## src/rtl/led_pattern_driver.sv

```systemverilog
// LED pattern driver: turns the controller's enable/mode/clear into a stepped
// solid, blink, chase or bounce pattern on a bank of discrete LEDs.
module led_pattern_driver #(
  parameter int unsigned N_LEDS   = 8,
  parameter int unsigned STEP_DIV = 64
) (
  input  logic              clk,
  input  logic              rst,
  input  logic              leds_on,
  input  logic [1:0]        leds_ctrl,
  input  logic              clr,
  output logic [N_LEDS-1:0] leds,
  output logic              step_pulse
);

  localparam int unsigned DivW = $clog2(STEP_DIV);
  localparam int unsigned PosW = $clog2(N_LEDS);

  localparam logic [1:0] ModeSolid  = 2'b00;
  localparam logic [1:0] ModeBlink  = 2'b01;
  localparam logic [1:0] ModeChase  = 2'b10;
  localparam logic [1:0] ModeBounce = 2'b11;

  localparam logic [DivW-1:0] DivLast   = DivW'(STEP_DIV - 1);
  localparam logic [PosW-1:0] PosLast   = PosW'(N_LEDS - 1);
  localparam logic [PosW-1:0] PosPenult = PosW'(N_LEDS - 2);
  localparam logic [PosW-1:0] PosOne    = PosW'(1);

  logic            en_q;
  logic [1:0]      mode_q;
  logic [DivW-1:0] div_cnt;
  logic [PosW-1:0] pos;
  logic            dir;
  logic            phase;

  logic [PosW-1:0] pos_adv;
  logic            dir_adv;
  logic            phase_adv;

  // Next pattern state for one step in the current mode.
  always_comb begin
    pos_adv   = pos;
    dir_adv   = dir;
    phase_adv = phase;
    case (mode_q)
      ModeBlink: phase_adv = ~phase;
      ModeChase: pos_adv = (pos == PosLast) ? '0 : pos + PosOne;
      ModeBounce: begin
        if (!dir) begin
          pos_adv = pos + PosOne;
          // Turn around in the same update so the endpoint shows for one step only.
          if (pos == PosPenult) dir_adv = 1'b1;
        end else begin
          pos_adv = pos - PosOne;
          if (pos == PosOne) dir_adv = 1'b0;
        end
      end
      default: ;
    endcase
  end

  // Enable, mode tracking, step prescaler and pattern state.
  always_ff @(posedge clk or posedge rst) begin
    if (rst) begin
      en_q       <= 1'b0;
      mode_q     <= ModeSolid;
      div_cnt    <= '0;
      pos        <= '0;
      dir        <= 1'b0;
      phase      <= 1'b0;
      step_pulse <= 1'b0;
    end else if (clr || !leds_on) begin
      en_q       <= 1'b0;
      mode_q     <= leds_ctrl;
      div_cnt    <= '0;
      pos        <= '0;
      dir        <= 1'b0;
      phase      <= 1'b0;
      step_pulse <= 1'b0;
    end else if (!en_q || (leds_ctrl != mode_q)) begin
      // Fresh enable or mode change: restart at frame 0 with a full step period.
      en_q       <= 1'b1;
      mode_q     <= leds_ctrl;
      div_cnt    <= '0;
      pos        <= '0;
      dir        <= 1'b0;
      phase      <= 1'b0;
      step_pulse <= 1'b0;
    end else if (div_cnt != DivLast) begin
      en_q       <= 1'b1;
      div_cnt    <= div_cnt + DivW'(1);
      step_pulse <= 1'b0;
    end else begin
      en_q       <= 1'b1;
      div_cnt    <= '0;
      pos        <= pos_adv;
      dir        <= dir_adv;
      phase      <= phase_adv;
      step_pulse <= 1'b1;
    end
  end

  // Output decode from registered state only.
  always_comb begin
    leds = '0;
    if (en_q) begin
      case (mode_q)
        ModeSolid: leds = '1;
        ModeBlink: leds = phase ? '0 : '1;
        default:   leds[pos] = 1'b1;
      endcase
    end
  end

endmodule
```

## config.mk

```make
export PLATFORM = sky130hd
export DESIGN_NAME = led_pattern_driver
export DESIGN_NICKNAME = d
export VERILOG_FILES = /design/src/rtl/led_pattern_driver.sv
export SDC_FILE = /design/constraint.sdc
export NUM_CORES = 1
export LEC_CHECK = 0
export CAP_MARGIN = 15
export CORE_MARGIN = 1.5
export CORE_UTILIZATION = 55
export DETAILED_ROUTE_END_ITERATION = 16
export GPL_ROUTABILITY_DRIVEN = 0
export PLACE_DENSITY_LB_ADDON = 0.2
export SLEW_MARGIN = 0
export SYNTH_ARGS = -nofsm -noshare
export SYNTH_HDL_FRONTEND = slang
export SYNTH_SLANG_ARGS = --single-unit
```

## constraint.sdc

```tcl
create_clock -name clk -period 4.4 [get_ports clk]
set_input_delay 0.66 -clock clk [delete_from_list [all_inputs] [get_ports clk]]
set_output_delay 0.66 -clock clk [all_outputs]
set_load 0.01 [all_outputs]
```

==> results of run 1 <==
worst reg2reg max path, stage by stage, from the launching register on:
cell and delay [ns]:
dfrtp_1 0.48, inv_1 0.17, ha_1 0.33, xor2_1 0.16, a211oi_1 0.28, o22ai_1 0.12
layout make-up:
| cell class | count | area [um^2] |
|---|---|---|
| Multi-Input combinational cell | 75 | 495 |
| Fill cell | 111 | 444 |
| Sequential cell | 15 | 375 |
| Timing Repair Buffer | 14 | 140 |
| Clock buffer | 4 | 26.3 |
| Inverter | 6 | 22.5 |
| Tap cell | 16 | 20.0 |
how the worst max path moves through the flow:
stage,startpoint,end,slack [ns],cells past startpoint
2_1_floorplan,pos[2],leds[1],2.57,3
3_3_place_gp,mode_q[1],leds[4],2.02,4
3_5_place_dp,mode_q[1],leds[0],1.98,4
4_1_cts,mode_q[1],leds[0],1.67,4
5_1_grt,mode_q[1],leds[7],1.49,4
6_report,mode_q[1],leds[0],1.68,4
state kept, by name, indices dropped and copies added (netlist names):
name        count
div_cnt         6
step_pulse      1
dir             1
mode_q          2
phase           1
pos             3
en_q            1
report_power, final:
group	total [mW]	switching (mW)	internal, mW	leakage [nW]
clock	0.0761	0.0410	0.0351	0.0150
combinational	0.0242	0.0118	0.0124	0.207
sequential	0.142	0.00307	0.139	0.204
per-layer routing:
layer / routed length (um) / up-vias / share of wire (%)
li1: - / 376 / -
met1: 852 / 333 / 50
met5: 0 / - / 0
met3: 67 / 2 / 3.9
met4: 14 / 0 / 0.82
met2: 770 / 16 / 45
through the flow:
stage / hold slack, ns / total power [mW] / worst slack (ns) / instance area (um^2) / utilization [%]
2_1_floorplan: 0.432 / 0.157 / 2.57 / 910 / -
3_3_place_gp: 0.443 / 0.169 / 2.02 / 1050 / 69.1
3_5_place_dp: 0.459 / 0.170 / 1.98 / 1050 / 69.1
4_1_cts: 0.468 / 0.246 / 1.67 / 1080 / 70.9
5_1_grt: 0.504 / 0.256 / 1.49 / 1080 / 70.9
6_report: 0.465 / 0.243 / 1.68 / 1080 / 70.9
kinds of logic (layout without fill, tap and decap cells):
| group | Yosys count | in the layout | share of synthesized area (%) |
|---|---|---|---|
| flops | 15 | 15 | 41.3 |
| compound gates | 22 | 22 | 15.0 |
| xor+xnor | 8 | 8 | 8.53 |
| fa+ha+maj | 6 | 6 | 8.25 |
| buf+inv | 10 | 24 | 4.26 |
| simple gates | 39 | 39 | 22.7 |
layout by cell type (no fill, tap or decap), types with 2 or more instances in the layout:
master,count
nand3_1,8
or3_1,4
xor2_1,2
nand2_1,4
nand2b_1,2
xnor2_1,5
inv_1,6
ha_1,6
a21oi_1,10
clkbuf_4,3
nor2_1,12
a31oi_1,4
clkdlybuf4s50_1,14
o21ai_0,2
dfrtp_1,15
and2_1,2
cell usage after synthesis (all sizes together), types with 3 or more instances:
cell type / count
a31oi: 4
inv: 6
clkbuf: 3
xnor2: 6
nand3: 9
dfrtp: 15
ha: 6
or3: 4
nand2: 4
nor2: 12
o21ai: 3
a21oi: 10
==> summary.txt, run 1 <==
Status
  – Status: completed

Clocking
  – Hold buffer count at cts: 0
  – Setup Buffers After CTS: 0
  – Clock Path Buffers: 2
  – Skew-Pair Late Insertion Delay: 0.28 ns
  – Post_cts resized: 0
  – CTS Buf Count: 3
  – CTS tree: yes
  – Clk slew on worst S/H paths: 0.09 ns
  – Clock sink count: 15
  – Max H-tree Level: 1
  – Clock root cell: clkbuf_4

Global routing
  – Met3 usage: 6.25%
  – First-pass GRT wire length: 3250 um
  – Layer carrying the most global-route usage: met2
  – Antenna violations before repair: 0
  – Final global-route overflow total: 0
  – Met1 GRT Util: 34.0%
  – Pin count of the biggest net entering global routing: 16
  – Vias in the first global route: 726
  – Global-route met2 utilization: 34.4%
  – GRT Overall Usage: 23.2%

Min path
  – Min-Delay Path Depth: 1
  – Hold path startpoint: div_cnt[0]
  – Hold Crit Class: reg -> reg
  – Min-Delay Endpoint: div_cnt[0]

Setup path
  – R2R Setup Slk: 2.74 ns
  – Req. time, crit path: 3.74 ns
  – Setup CP Type: reg -> out
  – FF-to-FF Start: pos[1]
  – Critical path's top delay family: flip-flops
  – Critical-path top delay cell: dfrtp_1
  – Worst path arrival time: 2.06 ns
  – CP endpoint kind: output port
  – Crit-path max FO: 14
  – CP peak stage delay: 0.53 ns
  – Crit-path cells: nand2b_1 -> o21ai_1 -> a21oi_1 -> clkdlybuf4s50_1
  – Worst-case reg-to-reg path depth: 5
  – Worst path bufs/invs: 1
  – Startpoint types: register
  – FF-to-FF End: pos[1]

STA
  – Tmin final: 2.72 ns
  – Clock Skews: 0.00432 ns
  – Worst-margin pin slew: 0.544 ns
  – Tcrit/Tclk final: 61.9%
  – RSZ-0062 raised after global routing: false
  – Fin. Hold Viols: 0
  – Final Slew Violations: 0
  – Slew HR: 63.7%
  – Setup TNS: 0 ns
  – Final setup violation count: 0
  – Peak Freq: 0.367 GHz

Layout
  – Synth-to-Final Area Change: 18.7%
  – Antenna Cells: 0
  – Non-filler instance count after layout: 130
  – Nets: 127
  – Share of layout cells above drive strength 1: 6.14%

Route
  – Vias per cell: 5.59
  – First-pass DRT Iterations: 4
  – Post-route antenna net violation count: 0
  – DR vias: 727
  – Number of DRC markers in iteration 0: 12
  – WL/cell: 13.1 um
  – Residual DRC: 0
  – Post-Route WL: 1700 um

Floorplan
  – Initial Utilization: 59.7%
  – # IOs: 15
  – Rows: 14
  – Die Wd: 43.7 um
  – Die Area: 0.00191 mm^2
  – CORE AREA: 0.00152 mm^2
  – Die H: 43.7 um

Synthesis
  – Mapped Area: 910 um^2
  – Top post-synthesis cells by area: dfrtp_1 (41%), ha_1 (8.3%), a21oi_1 (5.5%), nor2_1 (5.0%), xnor2_1 (4.8%)
  – Syn Nets: 112
  – Netlist cell types: 30
  – Async set-or-reset flop fraction in the synthesized netlist: 100%
  – Top_reg_cell synth: dfrtp_1
  – Synth Register Bits: 15
  – Post-synthesis sequential area ratio: 41.3%
  – Cell taking the most area after synthesis: dfrtp_1
  – Yosys warns: 0
  – Yosys top cell area share: 41.3%
  – Mean Syn Cell Area: 9.10 um^2
  – Mapped Cells: 100
  – Post-synth EDFFs: 0

Flow run
  – Max_cap viols: 0

Pwr
  – Power Density: 225 mW/mm^2
  – Leak pwr: 0.426 nW
  – VDD IR max: 0.179 mV

Placed design
  – HPWL Detailed: 1320 um
  – Inst Count DP: 126
  – Port bufs: 14
No activity file was read; power rests on OpenSTA's default activity.
==> inputs of run 2 (changes only) <==
--- a/config.mk
+++ b/config.mk
@@ -7,7 +7,7 @@
 export LEC_CHECK = 0
 export CAP_MARGIN = 15
 export CORE_MARGIN = 1.5
-export CORE_UTILIZATION = 55
+export CORE_UTILIZATION = 46
 export DETAILED_ROUTE_END_ITERATION = 16
 export GPL_ROUTABILITY_DRIVEN = 0
 export PLACE_DENSITY_LB_ADDON = 0.2
==> constraint.sdc (replaced) <==
create_clock -name clk -period 2.5 [get_ports clk]
set_input_delay 0.375 -clock clk [delete_from_list [all_inputs] [get_ports clk]]
set_output_delay 0.375 -clock clk [all_outputs]
set_load 0.01 [all_outputs]
==> run 2 against run 1 <==
Compared with the run above:
- clock power is 85% higher
- register-to-register slack worse by 2.0 ns
- global-route usage down 5.1 points
- clock skew barely moved
- first-iteration DRC count decreased by 17%
- non-clock buffer count unchanged
- sequential share of layout area fell by 0.52 points
- power grew 79%
==> summary.txt, run 2 (same netlist as run 1, synthesis figures left out) <==
Route
  – Number of DRC markers in iteration 0: 10
  – Residual DRC: 0
  – Post-Route WL: 1700 um
  – Post-route antenna net violation count: 0
  – First-pass DRT Iterations: 4
  – Vias per cell: 5.47
  – DR vias: 760
  – WL/cell: 12.2 um

Layout
  – Antenna Cells: 0
  – Most flops, register: div_cnt
  – Max reg flops: 6
  – Filler cells: 163
  – Most frequent cells in the layout: dfrtp_1 (15), clkdlybuf4s50_1 (14), nor2_1 (12)
  – Most common cell after layout, fill and taps aside: dfrtp_1
  – Nets: 127
  – Share of layout cells above drive strength 1: 7.89%
  – Largest regs: div_cnt x6, pos x3, mode_q x2
  – Synth-to-Final Area Change: 20.5%

STA
  – Slew HR: 62.9%
  – RSZ-0062 raised after global routing: false
  – Tcrit/Tclk final: 94.1%
  – Fin. Hold Viols: 0
  – Tmin final: 2.35 ns
  – Clock Skews: 0.00421 ns
  – Peak Freq: 0.425 GHz
  – Worst-margin pin slew: 0.557 ns
  – Final Slew Violations: 0
  – Final setup violation count: 0
  – Setup TNS: 0 ns

Setup path
  – Worst path arrival time: 1.98 ns
  – Crit path to: leds[2]
  – R2R Setup Slk: 0.77 ns
  – FF-to-FF Start: pos[1]
  – Setup crit start: pos[1]
  – FF-to-FF End: pos[1]
  – Worst-case reg-to-reg path depth: 5
  – CP endpoint kind: output port
  – Crit-path max FO: 8
  – Startpoint types: register
  – Req. time, crit path: 2.12 ns
  – Setup CP Type: reg -> out

Pwr
  – VDD IR max: 0.296 mV
  – Internal power: 327 uW
  – P_sw: 108 uW
  – Pwr Total: 435 uW
  – Net Sw Frac: 24.9%
  – Sequential fraction of design power: 57.7%
  – Logic pwr share: 9.8%
  – Power Density: 397 mW/mm^2
  – Clock power frac: 32.5%
  – Leak pwr: 0.429 nW

Flow run
  – Max_cap viols: 0

Floorplan
  – CORE AREA: 0.00178 mm^2
  – Initial Utilization: 51.0%
  – # IOs: 15
  – Die H: 47.5 um
  – Rows: 15
  – Die Wd: 47.5 um
  – Die Area: 0.00225 mm^2

Clocking
  – Skew-Pair Late Insertion Delay: 0.29 ns
  – CTS Buf Count: 3
  – Clock Path Buffers: 2
  – Hold buffer count at cts: 0
  – CTS tree: yes
  – Max H-tree Level: 1
  – Clock sink count: 15
  – Clock root cell: clkbuf_4
  – Clk slew on worst S/H paths: 0.09 ns

Status
  – Status: completed

Min path
  – Hold Crit Class: in -> async

Placed design
  – HPWL Detailed: 1300 um
  – Port bufs: 14

Global routing
  – First-pass GRT wire length: 2770 um
  – Pin count of the biggest net entering global routing: 16
  – Vias in the first global route: 628
  – GRT Overall Usage: 18.1%
  – Antenna violations before repair: 0
  – Final global-route overflow total: 0
==> run 2: changes by cell type in the layout (fill, tap and decap cells not counted), sizes merged <==
cell | before | now
clkinv | 0 | 1
clkbuf | 4 | 3
==> run 2: worst min path at each step <==
| stage | from | to | slack (ns) | depth (start not counted) |
|---|---|---|---|---|
| after CTS | rst | div_cnt[0] | 0.44 | 2 |
| after global placement | div_cnt[0] | div_cnt[0] | 0.45 | 1 |
| after detailed placement | div_cnt[0] | div_cnt[0] | 0.47 | 1 |
| after global routing | rst | div_cnt[5] | 0.50 | 2 |
| final | rst | div_cnt[0] | 0.42 | 2 |
| after floorplan | rst | dir | 0.28 | 1 |
==> run 2: critical path, stage by stage, from the launching register on <==
cell	delay [ns]
dfrtp_1	0.48
inv_1	0.17
or3_1	0.33
a21oi_1	0.15
clkdlybuf4s50_1	0.55
==> run 2: per-layer routing <==
metal	up-vias	share of wire (%)	global-route usage [%]
li1	379	-	-
met1	365	50	25.8
met2	11	44	25.9
met3	5	3.7	3.40
met4	0	2.4	10.0
met5	-	0	0
==> run 2: power groups by stage <==
stage               sequential (mW)  combinational, mW  clock, mW
floorplan                     0.252             0.0238          0
global placement              0.255             0.0428          0
detailed placement            0.255             0.0432          0
CTS                           0.250             0.0432      0.146
global route                  0.251             0.0481      0.153
finish                        0.251             0.0428      0.141
==> run 2: cell type report <==
type	count	area, um^2	share of cell area [%]
clock buffer	3	22.5	2.05
clock inverter	1	5.00	0.457
inverter	6	22.5	2.05
multi-input combinational	75	499	45.5
sequential	15	375	34.2
tap	25	31.3	2.85
timing repair buffer	14	140	12.8
==> run 2: timing repair <==
action | 4_1_cts | 5_1_grt
gates resized for setup | 0 | 1
endpoints found under the setup margin | 0 | 8
setup buffers | 0 | 0
==> run 2: stage by stage <==
stage | worst slack [ns] | std cells | util, % | cell area, um^2 | hold WS (ns)
2_1_floorplan | 0.954 | 100 | - | 910 | 0.276
3_3_place_gp | 0.410 | 135 | 59.7 | 1060 | 0.451
3_5_place_dp | 0.390 | 135 | 59.7 | 1060 | 0.470
4_1_cts | 0.0677 | 139 | 61.3 | 1090 | 0.441
5_1_grt | 0.0167 | 139 | 61.5 | 1100 | 0.497
6_report | 0.148 | 139 | 61.5 | 1100 | 0.421
==> inputs of run 3 (changes only) <==
--- a/config.mk
+++ b/config.mk
@@ -10,8 +10,10 @@
 export CORE_UTILIZATION = 46
 export DETAILED_ROUTE_END_ITERATION = 16
 export GPL_ROUTABILITY_DRIVEN = 0
+export MAX_ROUTING_LAYER = met4
 export PLACE_DENSITY_LB_ADDON = 0.2
-export SLEW_MARGIN = 0
+export SETUP_SLACK_MARGIN = 0.05
+export SLEW_MARGIN = 10
 export SYNTH_ARGS = -nofsm -noshare
 export SYNTH_HDL_FRONTEND = slang
 export SYNTH_SLANG_ARGS = --single-unit
==> run 3 against run 2 <==
Compared with the run above:
- combinational power increased by 1%
- final cell count unchanged
- non-clock buffer count unchanged
- largest cell class unchanged
- highest routed layer unchanged
==> summary.txt, run 3 (same netlist as run 1, synthesis figures left out) <==
Layout
  – Max reg flops: 6
  – Share of layout cells above drive strength 1: 9.65%
  – Most common cell after layout, fill and taps aside: clkdlybuf4s50_1
  – Synth-to-Final Area Change: 21.6%
  – Layout Utilization: 62.0%
  – Nets: 127
  – Largest regs: div_cnt x6, pos x3, mode_q x2
  – Most frequent cells in the layout: clkdlybuf4s50_1 (14), dfrtp_1 (13), nor2_1 (12)
  – Most flops, register: div_cnt
  – Antenna Cells: 0

STA
  – Slew HR: 62.7%
  – Setup TNS: 0 ns
  – Final WS setup: 0.197 ns
  – Tmin final: 2.30 ns
  – Final setup violation count: 0
  – Worst-margin pin slew: 0.559 ns
  – Peak Freq: 0.434 GHz
  – Final Slew Violations: 0
  – RSZ-0062 raised after global routing: false
  – Hold slack final: 0.422 ns
  – Tcrit/Tclk final: 92.1%
  – Clock Skews: 0.00455 ns
  – Fin. Hold Viols: 0

Clocking
  – Max H-tree Level: 1
  – Clk slew on worst S/H paths: 0.09 ns
  – Skew-Pair Late Insertion Delay: 0.29 ns
  – Hold buffer count at cts: 0
  – Clock Path Buffers: 2
  – Clock root cell: clkbuf_4
  – Clock sink count: 15
  – CTS Buf Count: 3
  – CTS tree: yes
  – Setup Buffers After CTS: 0

Global routing
  – Antenna violations before repair: 0
  – Vias in the first global route: 624
  – Pin count of the biggest net entering global routing: 16
  – Final global-route overflow total: 0
  – GRT Overall Usage: 18.8%
  – First-pass GRT wire length: 2780 um

Floorplan
  – CORE AREA: 0.00178 mm^2
  – Rows: 15
  – # IOs: 15
  – Initial Utilization: 51.0%
  – Die Wd: 47.5 um
  – Die Area: 0.00225 mm^2
  – Die H: 47.5 um

Route
  – WL/cell: 12.4 um
  – Number of DRC markers in iteration 0: 14
  – Residual DRC: 0
  – Vias per cell: 5.47
  – Post-Route WL: 1720 um
  – DR vias: 761
  – First-pass DRT Iterations: 4
  – Post-route antenna net violation count: 0

Pwr
  – Internal power: 327 uW
  – Logic pwr share: 10.0%
  – Pwr Total: 435 uW
  – Sequential fraction of design power: 57.7%
  – P_sw: 108 uW
  – Power Density: 394 mW/mm^2
  – Clock power frac: 32.4%
  – Net Sw Frac: 24.9%
  – Leak pwr: 0.427 nW
  – VDD IR max: 0.296 mV

Placed design
  – Port bufs: 14
  – HPWL Detailed: 1300 um
  – Pre-CTS setup slack: 0.390 ns

Setup path
  – CP endpoint kind: output port
  – Worst path arrival time: 1.93 ns
  – Startpoint types: register
  – Req. time, crit path: 2.12 ns
  – Crit-path max FO: 13
  – R2R Setup Slk: 0.81 ns
  – Setup CP Type: reg -> out

Flow run
  – Max_cap viols: 0

Status
  – Status: completed

Min path
  – Hold Crit Class: in -> async
==> run 3: cell counts in the layout (fill, tap and decap cells not counted) <==
Identical to the previous run, type by type.
==> run 3: cell type report <==
cell class	instances	area, um^2
Clock buffer	3	22.5
Clock inverter	1	5.00
Fill cell	162	677
Inverter	6	22.5
Multi-Input combinational cell	75	507
Sequential cell	15	378
Tap cell	25	31.3
Timing Repair Buffer	14	140
==> run 3: layer usage <==
layer,wire length [um],up-vias,GRT usage [%]
li1,-,381,-
met1,870,364,26.0
met2,745,11,25.9
met3,62,5,3.40
met4,41,0,10.0
met5,0,-,-
==> run 3: final timing paths <==
path,from,endpoint,depth (start not counted)
worst min-delay path,rst,div_cnt[0],2
min in group clk,div_cnt[0],div_cnt[0],1
worst max-delay path,pos[2],leds[0],3
worst min register to register,div_cnt[0],div_cnt[0],1
worst max register to register,pos[1],pos[1],5
max in group asynchronous,rst,pos[0],2
==> run 3: timing repair <==
item	CTS	global route
hold endpoints to repair	0	0
resized for setup	0	4
setup endpoints to repair	0	8
==> run 3: power groups by stage <==
stage	Sequential [mW]	Combinational (mW)	Clock [mW]
after floorplan	0.252	0.0238	0
after global placement	0.255	0.0428	0
after detailed placement	0.255	0.0432	0
after CTS	0.250	0.0432	0.146
after global routing	0.252	0.0485	0.153
final	0.251	0.0434	0.141
==> run 3: worst max-delay path: stages (launching register included) <==
cell,delay [ns]
dfrtp_1,0.52
or3_1,0.41
a21oi_1,0.15
clkdlybuf4s50_1,0.55
==> run 3: metrics by stage <==
step / cells / area, um^2
after floorplan: 100 / 910
after global placement: 135 / 1060
after detailed placement: 135 / 1060
after CTS: 139 / 1090
after global routing: 139 / 1110
final: 139 / 1110
